==> src/rtl/fila_pkg.sv <==
// Shared types and constants for the fila queue arbiter.
package fila_pkg;

  localparam int DEPTH = 8;
  localparam int WIDTH = 8;

  typedef enum logic [1:0] {
    IDLE   = 2'd0,
    ISSUE  = 2'd1,
    SETTLE = 2'd2
  } arb_state_t;

  typedef enum logic [1:0] {
    PROD0 = 2'd0,
    PROD1 = 2'd1,
    CONS  = 2'd2
  } req_id_t;

  // Round-robin successor: prod0 -> prod1 -> cons -> prod0.
  function automatic req_id_t rr_next(input req_id_t id);
    case (id)
      PROD0:   return PROD1;
      PROD1:   return CONS;
      default: return PROD0;
    endcase
  endfunction

endpackage

==> src/rtl/fila_arbiter_rr_pick.sv <==
// Combinational 3-way round-robin picker: first eligible requester at or after the pointer.
module rr_pick
  import fila_pkg::*;
(
  input  logic [2:0] elig_i,
  input  req_id_t    ptr_i,
  output logic       vld_o,
  output req_id_t    id_o
);

  req_id_t cand;

  // Walk the three positions starting at the pointer, keep the first eligible one.
  always_comb begin
    vld_o = 1'b0;
    id_o  = ptr_i;
    cand  = ptr_i;
    for (int k = 0; k < 3; k++) begin
      if (!vld_o && elig_i[cand]) begin
        vld_o = 1'b1;
        id_o  = cand;
      end
      cand = rr_next(cand);
    end
  end

endmodule

==> src/rtl/fila_arbiter.sv <==
// Sequencer/arbiter sharing the fila byte queue between two producers and one consumer.
// One operation per three cycles: IDLE (grant), ISSUE (pulse to fila), SETTLE (ack, len update).
module fila_arbiter #(
  parameter int DEPTH = 8,
  parameter int WIDTH = 8
) (
  input  logic             clk_10KHz,
  input  logic             reset,
  input  logic             prod0_req_in,
  input  logic [WIDTH-1:0] prod0_data_in,
  output logic             prod0_ack_out,
  input  logic             prod1_req_in,
  input  logic [WIDTH-1:0] prod1_data_in,
  output logic             prod1_ack_out,
  input  logic             cons_req_in,
  output logic             cons_ack_out,
  output logic [WIDTH-1:0] cons_data_out,
  input  logic [7:0]       len_in,
  input  logic [WIDTH-1:0] fifo_data_in,
  output logic             enqueue_out,
  output logic             dequeue_out,
  output logic [WIDTH-1:0] data_out,
  output logic             full_out,
  output logic             empty_out
);

  import fila_pkg::*;

  localparam logic [7:0] DEPTH_L = 8'(DEPTH);

  arb_state_t       state_q, state_d;
  req_id_t          ptr_q, ptr_d;
  req_id_t          grant_q, grant_d;
  logic             enq_q, enq_d;
  logic             deq_q, deq_d;
  logic             ack0_q, ack0_d;
  logic             ack1_q, ack1_d;
  logic             cack_q, cack_d;
  logic [WIDTH-1:0] dout_q, dout_d;
  logic [WIDTH-1:0] cdata_q, cdata_d;

  logic       room, avail;
  logic [2:0] elig;
  logic       pick_vld;
  req_id_t    pick_id;

  assign room      = (len_in < DEPTH_L);
  assign avail     = (len_in != 8'd0);
  assign full_out  = !room;
  assign empty_out = !avail;

  // Bit order matches req_id_t encoding.
  assign elig = {cons_req_in & avail, prod1_req_in & room, prod0_req_in & room};

  rr_pick u_pick (
    .elig_i (elig),
    .ptr_i  (ptr_q),
    .vld_o  (pick_vld),
    .id_o   (pick_id)
  );

  // Next-state and registered-output logic; pulses and acks default low every cycle.
  always_comb begin
    state_d = state_q;
    ptr_d   = ptr_q;
    grant_d = grant_q;
    enq_d   = 1'b0;
    deq_d   = 1'b0;
    ack0_d  = 1'b0;
    ack1_d  = 1'b0;
    cack_d  = 1'b0;
    dout_d  = dout_q;
    cdata_d = cdata_q;
    case (state_q)
      IDLE: begin
        if (pick_vld) begin
          state_d = ISSUE;
          grant_d = pick_id;
          ptr_d   = rr_next(pick_id);
          case (pick_id)
            PROD0: begin
              enq_d  = 1'b1;
              dout_d = prod0_data_in;
            end
            PROD1: begin
              enq_d  = 1'b1;
              dout_d = prod1_data_in;
            end
            default: deq_d = 1'b1;
          endcase
        end
      end
      ISSUE: begin
        state_d = SETTLE;
        case (grant_q)
          PROD0: ack0_d = 1'b1;
          PROD1: ack1_d = 1'b1;
          default: begin
            // Head is still the pre-removal byte on this edge.
            cack_d  = 1'b1;
            cdata_d = fifo_data_in;
          end
        endcase
      end
      SETTLE:  state_d = IDLE;
      default: state_d = IDLE;
    endcase
  end

  // State and output registers; reset aborts any in-flight operation without a pulse or ack.
  always_ff @(posedge clk_10KHz or posedge reset) begin
    if (reset) begin
      state_q <= IDLE;
      ptr_q   <= PROD0;
      grant_q <= PROD0;
      enq_q   <= 1'b0;
      deq_q   <= 1'b0;
      ack0_q  <= 1'b0;
      ack1_q  <= 1'b0;
      cack_q  <= 1'b0;
      dout_q  <= '0;
      cdata_q <= '0;
    end else begin
      state_q <= state_d;
      ptr_q   <= ptr_d;
      grant_q <= grant_d;
      enq_q   <= enq_d;
      deq_q   <= deq_d;
      ack0_q  <= ack0_d;
      ack1_q  <= ack1_d;
      cack_q  <= cack_d;
      dout_q  <= dout_d;
      cdata_q <= cdata_d;
    end
  end

  assign enqueue_out   = enq_q;
  assign dequeue_out   = deq_q;
  assign data_out      = dout_q;
  assign prod0_ack_out = ack0_q;
  assign prod1_ack_out = ack1_q;
  assign cons_ack_out  = cack_q;
  assign cons_data_out = cdata_q;

endmodule

==> config.mk <==
export PLATFORM = sky130hd
export DESIGN_NAME = fila_arbiter
export DESIGN_NICKNAME = d
export VERILOG_FILES = /design/src/rtl/fila_pkg.sv /design/src/rtl/fila_arbiter_rr_pick.sv /design/src/rtl/fila_arbiter.sv
export SDC_FILE = /design/constraint.sdc
export NUM_CORES = 1
export LEC_CHECK = 0
export ABC_AREA = 1
export CAP_MARGIN = 20
export CORE_ASPECT_RATIO = 1.1
export CORE_MARGIN = 2
export CORE_UTILIZATION = 23
export DETAILED_ROUTE_END_ITERATION = 8
export PLACE_DENSITY = 0.6
export SYNTH_ARGS = -nofsm -noshare
export SYNTH_HDL_FRONTEND = slang
export SYNTH_SLANG_ARGS = --single-unit
export TNS_END_PERCENT = 5
==> constraint.sdc <==
create_clock -name clk_10KHz -period 2.8 [get_ports clk_10KHz]
set_clock_uncertainty 0.15 [all_clocks]
set_input_delay 0.84 -clock clk_10KHz [delete_from_list [all_inputs] [get_ports clk_10KHz]]
set_output_delay 0.84 -clock clk_10KHz [all_outputs]
set_load 0.03 [all_outputs]
After elaboration in Yosys (flattened, before gate mapping)
Cells that the tools add are included.
- bits in registers: 27
- latch bits: 0
- bits in writable memories: 0
- ROM bits: 0
- output and inout bits: 23
- word-level logic and storage cells: 71
- memories kept: 0
- add/sub/neg operators: 0
- multipliers: 0
- divide/modulo/power cells: 0
- order comparisons: 4
- equal/unequal tests: 6
- shifts and indexed selects: 0
- multiplexer cells: 29
- bitwise gates (word level): 4
- reductions and logical operators: 18
- operators by type and width (operator ; number):
    $mux 1 ; 18
    $pmux 2 s2 ; 4
    $pmux 8 s2 ; 1
    $eq 2x1->1 const B ; 5
    $logic_not 2->1 ; 5
    $lt 2x3->1 const B ; 3
    $lt 8x4->1 const B ; 1
    $reduce_bool 8->1 ; 1
    $bmux 1 s2 ; 3
    $mux 2 ; 3
    $logic_not 1->1 ; 4
    $reduce_and 2->1 ; 2
    $reduce_or 2->1 ; 2
    $and 1x1->1 ; 3
    $reduce_and 3->1 ; 1
    $logic_and 1x1->1 ; 2
    $ne 2x2->1 const B ; 1
    $reduce_bool 2->1 ; 1
    $not 1->1 ; 1

Longest topological paths before layout
- depth in word-level cells: 16
- gate-level depth with buffers: 15
- gate-level depth less buffers: 15

Cells and area by module
Synthesis repeated with hierarchy kept, for this count alone.
- cells, all modules: 176
- area, all modules: 1351.3 um^2
- by module, submodules not included (module ; times used ; cells an instance ; area each (um^2) ; sequential area each (um^2)):
    fila_arbiter ; 1 ; 143 ; 1176.1 ; 675.6
    rr_pick ; 1 ; 33 ; 175.2 ; 0.0

Worst setup path after synthesis
No wires, ideal clock.
- path kind: input to register
- from: input port len_in[6]
- to: register dout_q[0] (netlist: data_out[0])
- library setup time: 0.117 ns
- arrival time: 2.163 ns
- setup slack: 0.370 ns
- cell stages on the path: 13
- buffers on the path: 1
- path through: nor2_2 nand2_2 nor2_4 nor3_1 nor2_2 nand3_2 inv_2 nand2_2 nand2_4 nand2_4 buf_8 nand2_1 nand2_1
- longest elaborated chain between the ends: 14
- RTL lines (element ; RTL line ; source):
    start: declaration ; fila_arbiter.sv:18 ; input logic [7:0] len_in,
    $lt 8x4->1 or $reduce_bool 8->1 (tied branches) ; fila_arbiter.sv:47, fila_arbiter.sv:48 ;
    $and 1x1->1 ; fila_arbiter.sv:53 ; assign elig = {cons_req_in & avail, prod1_req_in & room, prod0_req_in & room};
    $bmux 1 s2 ; fila_arbiter_rr_pick.sv:19 ; if (!vld_o && elig_i[cand]) begin
    $mux 1 (not written as such) ; fila_arbiter_rr_pick.sv:19 ;
    $mux 1 ; fila_arbiter_rr_pick.sv:19 ;
    $logic_not 1->1 ; fila_arbiter_rr_pick.sv:19 ;
    $logic_and 1x1->1 ; fila_arbiter_rr_pick.sv:19 ;
    $mux 1 ; fila_arbiter_rr_pick.sv:19 ;
    $logic_not 1->1 ; fila_arbiter_rr_pick.sv:19 ;
    $logic_and 1x1->1 ; fila_arbiter_rr_pick.sv:19 ;
    $mux 2 ; fila_arbiter_rr_pick.sv:19 ;
    $eq 2x1->1 or $logic_not 2->1 (tied branches) ; fila_arbiter.sv:80 ; case (pick_id)
    $reduce_bool 2->1 (no source line) ; -- ;
    $reduce_and 3->1 (no source line) ; -- ;
    end signal: assignment ; fila_arbiter.sv:132 ; dout_q <= dout_d;
    end: declaration ; fila_arbiter.sv:39 ; logic [WIDTH-1:0] dout_q, dout_d;
Several ways; a longest one is shown, not always the timed one. The select of a mux whose other input is x is not followed.
A chain may end at the register's enable or synchronous reset.

Worst setup path in the final report
- from: input port len_in[1]
- to: output port empty_out
- longest elaborated chain between the ends: 2
- RTL lines (element ; RTL line ; source):
    $reduce_bool 8->1 ; fila_arbiter.sv:48 ; assign avail = (len_in != 8'd0);
    $logic_not 1->1 ; fila_arbiter.sv:50 ; assign empty_out = !avail;
    end: declaration ; fila_arbiter.sv:24 ; output logic empty_out
Every way passes these cells.

==> results.yml <==
clock_tree:
  cts_made_buffers: 3
  cts_tree: "done"
  clock_path_buffers: 2
  holdBufCountCts: 0
  cts.sinks: 27
  clk_latency_ps: 260
  clk_pin_slew_ps: 90
  cts-root-buf: "clkbuf_8"
  ctsHtreeMaxLevel: 1
logic_synthesis:
  synth_nets: 221
  ys_seq_elements: 27
  ys_types: 20
  syn_area_per_cell_um2: 7.68
  synthCells: 184
  synth_top_area_share_pct: 47.8
  yosysSeqAreaShare_pct: 47.8
  post-synth-top-area-cell: "dfrtp_1"
  synth_area_leaders: "dfrtp_1 (48%), nand2_1 (19%), nor2_1 (6.4%)"
  yosysWarningCount: 0
  synth_area_mm2: 0.00141
final_layout:
  nNetsFinal: 292
  fill_cells: 602
  seqCellArea_um2: 676
  drive_above_1_share_pct: 16.5
  final_util_pct: 38.1
  multi_input_area_um2: 656
  fin_area_mm2: 0.00222
  diodes: 0
  syn_to_final_growth_pct: 57.3
sta:
  fin_crit_sh_pct: 98.5
  finalSetupViolations: 0
  fmax_mhz: 363
  slew_viol_final: 0
  grt_setup_unrepaired: "yes"
  fin_setup_tns_ps: 0
  hold_ws_ps: 287
  slew_headroom_pct: 76.4
  final.min_clock_period_ps: 2760
  finalHoldViolations: 0
  worst_pin_slew_ps: 354
die:
  floorplan.initialDensity_pct: 24.2
  die-height_um: 86.2
  die_w_um: 78.8
  dieArea_mm2: 0.00679
  rows: 29
  io_pins: 60
  core-area_mm2: 0.00584
routing:
  drt_iter0_drc: 22
  drc: 0
  via_per_inst: 3.94
  ant_nets: 0
  num_vias: 1304
  wl_per_cell_um: 9.54
  routed_wirelength_mm: 3.16
  first_pass_iters: 4
grt:
  grt_max_degree: 28
  grt_usage_pct: 9.55
  globalRouteOverflowTotal: 0
  antenna_found_initial: 0
  grt_pass1_vias: 1256
  grt_pass1_wl_mm: 5.34
placed_design:
  place_area_mm2: 0.00211
  port_buffers: 59
  gp_congestion: 0.698
  place_hpwl_mm: 2.44
critical_path:
  crit_fanout: 3
  critPathRequiredTime_ps: 1810
  critPathLaunchType: "input pin"
  critical_path_class: "input pin to output port"
  cp-end-kind: "output port"
  worstPathArrival_ps: 1770
pwr:
  switching_share_pct: 46.2
  clockPowerShare_pct: 9.9
  seq_power_share_pct: 29.9
  p_per_area_mw_per_mm2: 1000
  ir_drop_mv: 0.319
  switchingPower_mw: 1.03
  comb_power_share_pct: 60.3
  p_leak_nw: 1.11
  p_int_mw: 1.20
hold_path:
  hold_path_class: "register to register"
run:
  cap_violations: 0
status:
  outcome: "completed"
synth_stat cells:
library cell   n
o22ai_2        1
buf_8          1
nand2_1       72
nor2_4         4
dfrtp_1       27
a21oi_2        1
buf_6          1
nor3_1         2
nor2_1        24
nand3_1       13
nor2_2         3
inv_1         18
nand4_1        1
nand3_2        2
o21ai_0        2
nand2_4        2
inv_2          4
nand2_2        4
nor3_2         1
o21a_4         1
power by group through the flow:
stage | Clock [mW] | Combinational [mW] | Sequential [mW]
after floorplan | 0 | 0.633 | 0.907
after global placement | 0 | 1.31 | 0.675
after detailed placement | 0 | 1.32 | 0.675
after CTS | 0.235 | 1.33 | 0.668
after global routing | 0.247 | 1.49 | 0.695
final | 0.219 | 1.34 | 0.665
cell usage in the layout, fill, tap and decap left out:
| cell | synthesis | routed |
|---|---|---|
| nand2_1 | 72 | 71 |
| clkdlybuf4s50_1 | 0 | 54 |
| dfrtp_1 | 27 | 27 |
| nor2_1 | 24 | 22 |
| inv_1 | 18 | 18 |
| nand3_1 | 13 | 12 |
| buf_4 | 0 | 9 |
| nor2_2 | 3 | 5 |
| inv_2 | 4 | 4 |
| nand2_2 | 4 | 4 |
| nor2_4 | 4 | 4 |
| nand3_2 | 2 | 3 |
| clkbuf_8 | 0 | 3 |
| nor3_1 | 2 | 2 |
| nand2_4 | 2 | 2 |
| o21ai_0 | 2 | 2 |
| dlymetal6s2s_1 | 0 | 2 |
| buf_6 | 1 | 2 |
| nand4_1 | 1 | 1 |
| nor3_2 | 1 | 1 |
| o21a_4 | 1 | 1 |
| nand2_8 | 0 | 1 |
| o22ai_2 | 1 | 1 |
| a21oi_2 | 1 | 1 |
| clkinvlp_4 | 0 | 1 |
| dlygate4sd2_1 | 0 | 1 |
sequential cells by signal (all words and copies together), names as in the netlist:
| register | count |
|---|---|
| state_q | 2 |
| prod1_ack_out | 1 |
| dequeue_out | 1 |
| data_out | 8 |
| enqueue_out | 1 |
| ptr_q | 2 |
| prod0_ack_out | 1 |
| cons_ack_out | 1 |
| cons_data_out | 8 |
| grant_q | 2 |
layer usage:
layer	track usage (%)	vias up	part of all wire, %
met5	0	-	0
met4	2.39	0	0.60
met3	2.40	2	6.5
met2	17.0	32	49
met1	11.5	573	43
li1	-	697	-
logic make-up after synthesis:
group / share of synthesized area (%)
simple gates: 41.2
flops: 47.8
buf+inv: 7.70
compound gates: 3.27
worst paths after layout:
kind / startpoint / end / slack (ps) / cells after the start
min in group asynchronous: reset / data_out[5] / 770 / 3
worst min register to register: grant_q[1] / prod0_ack_out / 290 / 1
max in group asynchronous: reset / grant_q[0] / 1470 / 3
worst min-delay path: grant_q[1] / prod0_ack_out / 290 / 1
worst max-delay path: len_in[1] / empty_out / 40 / 5
worst max register to register: ptr_q[1] / data_out[2] / 730 / 12
repair_timing:
action	4_1_cts	5_1_grt
buffers inserted	2	1
resized for setup	3	8
endpoints found under the setup margin	2	10
endpoints found under the hold margin	0	0
cloned	0	0
pin swaps	4	6
layout make-up:
cell class / count / area share (%)
multi-input cells: 133 / 29.5
clock inverters: 1 / 0.338
well taps: 77 / 4.33
inverters: 22 / 3.71
repair buffers: 68 / 29.9
flip-flops and latches: 27 / 30.4
clock buffers: 3 / 1.86
critical path, stage by stage:
cell,delay (ps)
clkdlybuf4s50_1,410
nor2_2,150
nand2_2,80
nor2_4,140
buf_6,140
stage by stage:
step | cells | setup WS [ps] | total power [mW]
floorplan | 184 | 370 | 1.54
global placement | 324 | -53.7 | 1.99
detailed placement | 324 | -72.5 | 2.00
CTS | 330 | 3.45 | 2.23
global route | 331 | -11.6 | 2.44
finish | 331 | 42.0 | 2.23
(Power assumes the default switching activity.)
